===== src/rtl/mmio_uart_tx.sv =====
`default_nettype none
// ============================================================================
//  Module      : mmio_uart_tx
//  Description : Memory-mapped 8N1 UART transmitter sitting on the CPU data
//                bus next to dmem. Stores to TXDATA queue bytes in a small
//                FIFO; a bit-serialiser drains the FIFO onto tx, LSB first.
//                STATUS is returned combinationally on ReadData.
//  Revision    : 1.0 - initial release
// ============================================================================
module mmio_uart_tx #(
    parameter logic [31:0] BASE_ADDR    = 32'hFFFF_0000,
    parameter int unsigned CLKS_PER_BIT = 16,
    parameter int unsigned FIFO_DEPTH   = 8
) (
    input  logic        clk,
    input  logic        reset,
    input  logic        MemWrite,
    input  logic [31:0] DataAdr,
    input  logic [31:0] WriteData,
    output logic [31:0] ReadData,
    output logic        hit,
    output logic        tx
);

    // ------------------------------------------------------------------------
    // Derived widths and terminal values
    // ------------------------------------------------------------------------
    localparam int unsigned c_PTR_W  = $clog2(FIFO_DEPTH);
    localparam int unsigned c_CNT_W  = c_PTR_W + 1;
    localparam int unsigned c_BAUD_W = $clog2(CLKS_PER_BIT);

    localparam logic [c_BAUD_W-1:0] c_BAUD_LAST = c_BAUD_W'(CLKS_PER_BIT - 1);
    localparam logic [c_CNT_W-1:0]  c_CNT_FULL  = c_CNT_W'(FIFO_DEPTH);
    localparam logic [2:0]          c_BIT_LAST  = 3'd7;

    // Serialiser states; busy is simply "not idle".
    typedef enum logic [1:0] {
        S_IDLE  = 2'd0,
        S_START = 2'd1,
        S_DATA  = 2'd2,
        S_STOP  = 2'd3
    } state_t;

    // ------------------------------------------------------------------------
    // Declarations
    // ------------------------------------------------------------------------
    // bus decode
    logic                w_hit;
    logic                w_wr_data;
    logic                w_wr_stat;
    logic [31:0]         w_status;
    logic                w_unused;

    // FIFO
    logic [7:0]          r_mem [FIFO_DEPTH];
    logic [c_PTR_W-1:0]  r_wr_ptr_q, w_wr_ptr_d;
    logic [c_PTR_W-1:0]  r_rd_ptr_q, w_rd_ptr_d;
    logic [c_CNT_W-1:0]  r_count_q,  w_count_d;
    logic                r_ovf_q,    w_ovf_d;
    logic                w_full;
    logic                w_empty;
    logic                w_push;
    logic                w_drop;
    logic                w_pop;

    // serialiser
    state_t              r_state_q, w_state_d;
    logic [c_BAUD_W-1:0] r_baud_q,  w_baud_d;
    logic [2:0]          r_bit_q,   w_bit_d;
    logic [7:0]          r_shreg_q, w_shreg_d;
    logic                r_tx_q,    w_tx_d;
    logic                w_baud_tc;
    logic                w_busy;

    // ------------------------------------------------------------------------
    // Bus decode: 8-byte window, word select on DataAdr[2], byte lanes ignored
    // ------------------------------------------------------------------------
    always_comb begin
        w_hit     = (DataAdr[31:3] == BASE_ADDR[31:3]);
        w_wr_data = MemWrite & w_hit & ~DataAdr[2];
        w_wr_stat = MemWrite & w_hit &  DataAdr[2];
    end

    // Address byte-lane bits and upper store-data bits carry no meaning here.
    assign w_unused = ^{DataAdr[1:0], WriteData[31:8]};

    // ------------------------------------------------------------------------
    // Read mux: STATUS at +4, TXDATA reads as zero, nothing outside window
    // ------------------------------------------------------------------------
    always_comb begin
        w_status = {27'b0, r_ovf_q, w_busy, w_full, w_empty, 1'b0};
        ReadData = 32'h0;
        if (w_hit && DataAdr[2]) begin
            ReadData = w_status;
        end
    end

    assign hit = w_hit;
    assign tx  = r_tx_q;

    // ------------------------------------------------------------------------
    // FIFO next-state: a push into a full FIFO is dropped and flags overflow,
    // even when the serialiser pops on the same edge (full is the pre-edge
    // value). Overflow is sticky until software writes STATUS with bit 4 set.
    // ------------------------------------------------------------------------
    always_comb begin
        w_full     = (r_count_q == c_CNT_FULL);
        w_empty    = (r_count_q == '0);
        w_push     = w_wr_data & ~w_full;
        w_drop     = w_wr_data &  w_full;
        w_pop      = (r_state_q == S_IDLE) & ~w_empty;

        w_wr_ptr_d = r_wr_ptr_q;
        w_rd_ptr_d = r_rd_ptr_q;
        w_count_d  = r_count_q;
        w_ovf_d    = r_ovf_q;

        if (w_push) begin
            w_wr_ptr_d = r_wr_ptr_q + 1'b1;
        end
        if (w_pop) begin
            w_rd_ptr_d = r_rd_ptr_q + 1'b1;
        end

        case ({w_push, w_pop})
            2'b10:   w_count_d = r_count_q + 1'b1;
            2'b01:   w_count_d = r_count_q - 1'b1;
            default: w_count_d = r_count_q;
        endcase

        if (w_drop) begin
            w_ovf_d = 1'b1;
        end else if (w_wr_stat && WriteData[4]) begin
            w_ovf_d = 1'b0;
        end
    end

    // FIFO pointer, occupancy and overflow registers
    always_ff @(posedge clk or negedge reset) begin
        if (!reset) begin
            r_wr_ptr_q <= '0;
            r_rd_ptr_q <= '0;
            r_count_q  <= '0;
            r_ovf_q    <= 1'b0;
        end else begin
            r_wr_ptr_q <= w_wr_ptr_d;
            r_rd_ptr_q <= w_rd_ptr_d;
            r_count_q  <= w_count_d;
            r_ovf_q    <= w_ovf_d;
        end
    end

    // FIFO storage; contents are don't-care once the pointers are reset
    always_ff @(posedge clk) begin
        if (w_push) begin
            r_mem[r_wr_ptr_q] <= WriteData[7:0];
        end
    end

    // ------------------------------------------------------------------------
    // Serialiser next-state. tx is registered, so each transition computes the
    // line level of the state being entered. A byte pushed into an empty FIFO
    // is only visible here on the following edge, since pop looks at count.
    // ------------------------------------------------------------------------
    always_comb begin
        w_baud_tc = (r_baud_q == c_BAUD_LAST);
        w_busy    = (r_state_q != S_IDLE);

        w_state_d = r_state_q;
        w_baud_d  = r_baud_q;
        w_bit_d   = r_bit_q;
        w_shreg_d = r_shreg_q;
        w_tx_d    = r_tx_q;

        case (r_state_q)
            S_IDLE: begin
                w_tx_d   = 1'b1;
                w_baud_d = '0;
                if (w_pop) begin
                    w_shreg_d = r_mem[r_rd_ptr_q];
                    w_state_d = S_START;
                    w_tx_d    = 1'b0;
                end
            end

            S_START: begin
                if (w_baud_tc) begin
                    w_baud_d  = '0;
                    w_bit_d   = 3'd0;
                    w_state_d = S_DATA;
                    w_tx_d    = r_shreg_q[0];
                end else begin
                    w_baud_d  = r_baud_q + 1'b1;
                end
            end

            S_DATA: begin
                if (w_baud_tc) begin
                    w_baud_d = '0;
                    if (r_bit_q == c_BIT_LAST) begin
                        w_state_d = S_STOP;
                        w_tx_d    = 1'b1;
                    end else begin
                        w_bit_d   = r_bit_q + 3'd1;
                        w_shreg_d = {1'b0, r_shreg_q[7:1]};
                        w_tx_d    = r_shreg_q[1];
                    end
                end else begin
                    w_baud_d = r_baud_q + 1'b1;
                end
            end

            S_STOP: begin
                if (w_baud_tc) begin
                    w_baud_d  = '0;
                    w_state_d = S_IDLE;
                    w_tx_d    = 1'b1;
                end else begin
                    w_baud_d  = r_baud_q + 1'b1;
                end
            end

            default: begin
                w_baud_d  = '0;
                w_state_d = S_IDLE;
                w_tx_d    = 1'b1;
            end
        endcase
    end

    // Serialiser state, counters, shift register and registered line output
    always_ff @(posedge clk or negedge reset) begin
        if (!reset) begin
            r_state_q <= S_IDLE;
            r_baud_q  <= '0;
            r_bit_q   <= 3'd0;
            r_shreg_q <= 8'h00;
            r_tx_q    <= 1'b1;
        end else begin
            r_state_q <= w_state_d;
            r_baud_q  <= w_baud_d;
            r_bit_q   <= w_bit_d;
            r_shreg_q <= w_shreg_d;
            r_tx_q    <= w_tx_d;
        end
    end

endmodule
`default_nettype wire


===== config.mk =====
export PLATFORM = sky130hd
export DESIGN_NAME = mmio_uart_tx
export DESIGN_NICKNAME = d
export VERILOG_FILES = /design/src/rtl/mmio_uart_tx.sv
export SDC_FILE = /design/constraint.sdc
export NUM_CORES = 1
export LEC_CHECK = 0
export ABC_AREA = 1
export CAP_MARGIN = 40
export CORE_MARGIN = 4
export CORE_UTILIZATION = 54
export CTS_CLUSTER_SIZE = 10
export DETAILED_ROUTE_END_ITERATION = 10
export PLACE_DENSITY = 0.85
export SETUP_SLACK_MARGIN = 0.4
export SLEW_MARGIN = 0
export SYNTH_ARGS = -nofsm -noshare
export SYNTH_HDL_FRONTEND = slang
export SYNTH_SLANG_ARGS = --single-unit

===== constraint.sdc =====
create_clock -name clk -period 5.65 [get_ports clk]
set_input_delay 1.13 -clock clk [delete_from_list [all_inputs] [get_ports clk]]
set_output_delay 1.13 -clock clk [all_outputs]
set_load 0.005 [all_outputs]

# After elaboration in Yosys (flattened, before gate mapping)
# Memory sizes are Yosys's and may differ from the RTL's.
# Cells that the tools add are included.
# classes
bitwise_logic,9
addsub,6
reduce_logical,14
n_eq_ne,15
n_mux,28
# op_table
op,count
"29-bit equality test, second input constant",1
8-bit 2-to-1 mux,3
4-bit case mux with 2 select lines,2
8-bit case mux with 2 select lines,1
"2-bit != test, second input constant",6
2-bit 2-to-1 mux,5
2-bit nonzero test,5
"3-bit by 1-bit adder with 3-bit output, second input constant",3
1-bit 2-to-1 mux,9
3-bit 2-to-1 mux,3
"4-bit by 1-bit adder with 4-bit output, second input constant",2
"4-bit equality test, second input constant",2
2-bit case mux with 4 select lines,1
4-bit AND reduction,2
1-bit AND,6
"2-bit equality test, second input constant",3
3-bit case mux with 2 select lines,1
5-bit 2-to-1 mux,1
5-bit AND reduction,1
"2-bit by 1-bit equality test with 1-bit output, second input constant",2
4-bit logical NOT,1
4-bit 2-to-1 mux,1
1-bit case mux with 4 select lines,1
"4-bit by 1-bit subtractor with 4-bit output, second input constant",1
other kinds (6),9
# word_totals
mem_bits_rw,64
output_inout_bits,34
wordCells,82
n_memories,1
in_bits,67
reg_bits,29
# memory_table
name,depth,width,read_ports,rd_clocked_by_memory_dff,write_ports,line_no,source
r_mem,8,8,1,0,1,55,logic [7:0] r_mem [FIFO_DEPTH];

# Longest topological paths before layout
# depth
word_depth,6
mapped_depth,14
depth_no_buf,13

# Least setup slack after synthesis
# Ideal clock, no wire load.
# synth_path
kind,input port to output port
start,in DataAdr[8]
end,out ReadData[1]
setup_slack_ps,2616
path_buffers,0
required_time_ps,4520
path_stages,8
arrival_time_ps,1904
cell_sequence,inv_1 nand2_1 nor2_1 nand2_1 nor2_2 and2_1 nand2_1 nor2_1
# synth_between
elab_chain_cells,3
# synth_rtl
item,line_no,source
from (decl),18,"input logic [31:0] DataAdr,"
29-bit equality test,79,w_hit = (DataAdr[31:3] == BASE_ADDR[31:3]);
via hit,21,"output logic hit,"
1-bit logical AND,93,if (w_hit && DataAdr[2]) begin
5-bit 2-to-1 mux,93,
to (decl),20,"output logic [31:0] ReadData,"
# The timed path passes the listed nets, and every way through them passes these cells.

# Worst setup path after layout
# layout_path
start,in DataAdr[26]
end,out ReadData[2]
# layout_between
elab_chain_cells,3
# layout_rtl
item,line_no
29-bit equality test,79
1-bit logical AND,93
5-bit 2-to-1 mux,93
# Every way passes these cells.

==> impl_metrics.env <==
export IMPL_initial_utilization_pct=55.10
export IMPL_vdd_drop_max_v=0.0001748
export IMPL_area_overhead_vs_synth_pct=15.72
export IMPL_cts_made_buffers=9
export IMPL_count_of_flip_flops_with_a_built_in_enable_after_synthesis=64
export IMPL_arrival_ns=2.98
export IMPL_final_net_count=582
export IMPL_dpl_hpwl_um=6106
export IMPL_average_wire_per_cell_in_the_routed_design_um=14.79
export IMPL_kind_of_capture_point_of_the_worst_setup_path="output port"
export IMPL_drt_pre_antenna_iters=5
export IMPL_dominantRegCellSynth="sky130_fd_sc_hd__edfxtp_1"
export IMPL_rows=33
export IMPL_pin_count_of_the_biggest_net_entering_global_routing=34
export IMPL_p_leak_nw=2.200
export IMPL_floorplan_core_area_um2=8175
export IMPL_die_h_um=99.33
export IMPL_final_layout_size_suffix_gt1_share_pct=8.661
export IMPL_io_buffer_count=46
export IMPL_slew_headroom_pct=52.84
export IMPL_cts_resized=0
export IMPL_fin_crit_sh_pct=72.77
export IMPL_via_per_inst=5.268
export IMPL_tightestPinTransition_ns=0.7074
export IMPL_dp_cells=597
export IMPL_synthesis_yosys_warnings=0
export IMPL_synthesis_instances=451
export IMPL_outcome="complete, no violations"
export IMPL_drt_iter0_markers=201
export IMPL_timing_critical_path_required_ns=4.52
export IMPL_holdBufCountCts=0
export IMPL_async_flop_share_pct=31.18
export IMPL_first_global_vias=3082
export IMPL_timing_hold_worst_class="reg2reg"
export IMPL_worstSkewPairLatency_ns=0.37
export IMPL_hold_violations=0
export IMPL_drc=0
export IMPL_synth_lib_cells_used_distinct=37
export IMPL_grt_usage_pct=18.89
export IMPL_floorplan_io_pins=101
export IMPL_insertedDiodeCount=0
export IMPL_synth_cell_area_um2=4504
export IMPL_final_setup_skew_ns=0.01401
export IMPL_synth_top_cells_by_area="sky130_fd_sc_hd__edfxtp_1 43%, sky130_fd_sc_hd__dfrtp_1 16%, sky130_fd_sc_hd__nand2_1 7.0%"
export IMPL_drv_cap=0
export IMPL_stdcell_area_um2=5213
export IMPL_cts_tree="done"
export IMPL_h_tree_depth=3
export IMPL_netlist_area_leader_share_pct=42.67
export IMPL_finished_layout_cells=613
export IMPL_grt_setup_unrepaired="false"
export IMPL_setup_total_negative_slack_ns=0
export IMPL_die_w_um=99.33
export IMPL_gp_congestion=0.8155
export IMPL_post_place_cell_area_um2=4991
export IMPL_globalRouteOverflowTotal=0
export IMPL_antenna_violations_before_repair=0
export IMPL_cts_root_buf="sky130_fd_sc_hd__clkbuf_8"
export IMPL_synth_yosys_seq_area_share_pct=58.81
export IMPL_num_vias=3229
export IMPL_crit_type="in2out"
export IMPL_fin_crit_period_ns=4.111
export IMPL_cts_clk_slew_worst_paths_ns=0.10
export IMPL_pwr_density_cell_nw_per_um2=250.0
export IMPL_floorplan_die_area_um2=9866
export IMPL_setup_viol=0
export IMPL_grt_pass1_wl_um=14520
export IMPL_cts_sink_count=93
export IMPL_totalWireLength_um=9065
export IMPL_post_cts_setup_buffer_count=0
export IMPL_slew_viol_final=0
export IMPL_ant_nets=0
export IMPL_synth_top_area_cell="sky130_fd_sc_hd__edfxtp_1"
export IMPL_fmax_mhz=243.2
export IMPL_average_size_of_a_mapped_cell_um2=9.987
export IMPL_cts_max_path_buffers=2
export IMPL_critical_path_peak_fanout=4
export IMPL_worst_setup_path_start_kind="primary input"
export IMPL_ys_ff_latch=93
-- metal layers --
| layer | part of all wire [%] | global-route usage (%) |
|---|---|---|
| met1 | 39 | 23.89 |
| met2 | 53 | 32.54 |
| met3 | 7.1 | 3.506 |
| met4 | 1.4 | 6.828 |
| met5 | 0 | 0 |
-- flip-flops by register name, summed over array words and instances (netlist names) --
| signal | count |
|---|---|
| r_wr_ptr_q | 3 |
| r_baud_q | 4 |
| r_count_q | 4 |
| r_bit_q | 3 |
| r_rd_ptr_q | 3 |
| r_state_q | 2 |
| r_shreg_q | 8 |
| r_ovf_q | 1 |
| tx | 1 |
| r_mem | 64 |
-- worst max-delay path, cell delays in order --
cell and delay (ns):
sky130_fd_sc_hd__clkdlybuf4s50_1 0.45, sky130_fd_sc_hd__nand2_1 0.05, sky130_fd_sc_hd__nor2_1 0.09, sky130_fd_sc_hd__nand2_1 0.09, sky130_fd_sc_hd__nor2_2 0.18, sky130_fd_sc_hd__and2_1 0.22
sky130_fd_sc_hd__nand2_1 0.13, sky130_fd_sc_hd__nor2_1 0.11, sky130_fd_sc_hd__clkdlybuf4s50_1 0.52
-- worst paths after layout --
| check | startpoint | endpoint | slack [ns] | cells after the start |
|---|---|---|---|---|
| min in group asynchronous | reset | r_baud_q[2] | 1.15 | 2 |
| setup reg to reg | r_state_q[1] | r_count_q[2] | 3.13 | 11 |
| hold / removal | r_baud_q[0] | r_baud_q[0] | 0.47 | 1 |
| setup / recovery | DataAdr[26] | ReadData[2] | 1.54 | 9 |
| hold reg to reg | r_baud_q[0] | r_baud_q[0] | 0.47 | 1 |
| max in group asynchronous | reset | tx | 4.19 | 2 |
-- cell families after synthesis --
group                    Yosys count  synth area share (%)
AND/OR/NAND/NOR                  197                 18.89
flip-flops                        93                 58.81
buffers and inverters             76                 9.250
AO/OA/AOI/OAI                     66                 8.473
adder cells (fa/ha/maj)           12                 3.333
XOR/XNOR                           6                 1.167
other                              1               0.08325
-- through the flow --
stage | hold WS, ns | worst slack, ns | power [W] | util (%)
floorplan | 0.4365 | 2.616 | 0.0008109 | -
global placement | 0.4481 | 1.585 | 0.0008372 | 60.87
detailed placement | 0.4611 | 1.534 | 0.0008405 | 61.05
CTS | 0.4755 | 1.511 | 0.001310 | 63.76
global route | 0.4912 | 1.373 | 0.001350 | 63.76
finish | 0.4726 | 1.539 | 0.001303 | 63.76
-- where the power goes --
| group | total (W) | switching, W | internal, W |
|---|---|---|---|
| sequential | 0.000753 | 0.00000839 | 0.000745 |
| clock | 0.000478 | 0.000258 | 0.000220 |
| combinational | 0.0000720 | 0.0000316 | 0.0000404 |
| total | 0.00130 | 0.000298 | 0.00101 |
-- cells in the final DEF, fill, tap and decap left out, drive strengths merged --
cell           netlist  layout
nand2               86      86
nor2                74      74
edfxtp              64      64
clkdlybuf4s50        0      46
o21ai               42      42
inv                 33      37
conb                 1      28
dfrtp               28      28
nand3               13      13
o22ai               12      12
ha                  12      12
nor3                11      11
buf                 39      10
clkbuf               3       9
and2                 7       7
nand4                6       6
xor2                 5       5
a21oi                4       4
clkinv               1       3
o31ai                2       2
a22o                 2       2
o2111ai              1       1
o21a                 1       1
o221ai               1       1
o211ai               1       1
xnor2                1       1
bufinv               0       1
dfstp                1       1
-- cell type report --
type	instances	area, µm²
clock buffer	9	123.9
clock inverter	7	97.59
fill	600	2963
inverter	34	127.6
multi-input combinational	309	1540
sequential	93	2649
tap	105	131.4
timing repair buffer	56	543.0
-- synthesized netlist by cell type, types with 2 or more instances --
| library cell | instances |
|---|---|
| sky130_fd_sc_hd__and2_2 | 4 |
| sky130_fd_sc_hd__nor3_1 | 11 |
| sky130_fd_sc_hd__buf_4 | 28 |
| sky130_fd_sc_hd__nand4_1 | 5 |
| sky130_fd_sc_hd__and2_1 | 3 |
| sky130_fd_sc_hd__o21ai_1 | 6 |
| sky130_fd_sc_hd__xor2_1 | 5 |
| sky130_fd_sc_hd__clkbuf_1 | 3 |
| sky130_fd_sc_hd__o31ai_1 | 2 |
| sky130_fd_sc_hd__nand3_1 | 12 |
| sky130_fd_sc_hd__inv_1 | 30 |
| sky130_fd_sc_hd__nor2_1 | 69 |
| sky130_fd_sc_hd__dfrtp_1 | 28 |
| sky130_fd_sc_hd__edfxtp_1 | 64 |
| sky130_fd_sc_hd__a21oi_1 | 4 |
| sky130_fd_sc_hd__buf_2 | 9 |
| sky130_fd_sc_hd__o21ai_0 | 35 |
| sky130_fd_sc_hd__a22o_1 | 2 |
| sky130_fd_sc_hd__nand2_1 | 84 |
| sky130_fd_sc_hd__nor2_2 | 4 |
| sky130_fd_sc_hd__inv_2 | 3 |
| sky130_fd_sc_hd__nand2_4 | 2 |
| sky130_fd_sc_hd__o22ai_1 | 12 |
| sky130_fd_sc_hd__buf_6 | 2 |
| sky130_fd_sc_hd__ha_1 | 12 |
Power figures use the tool's default switching activity.
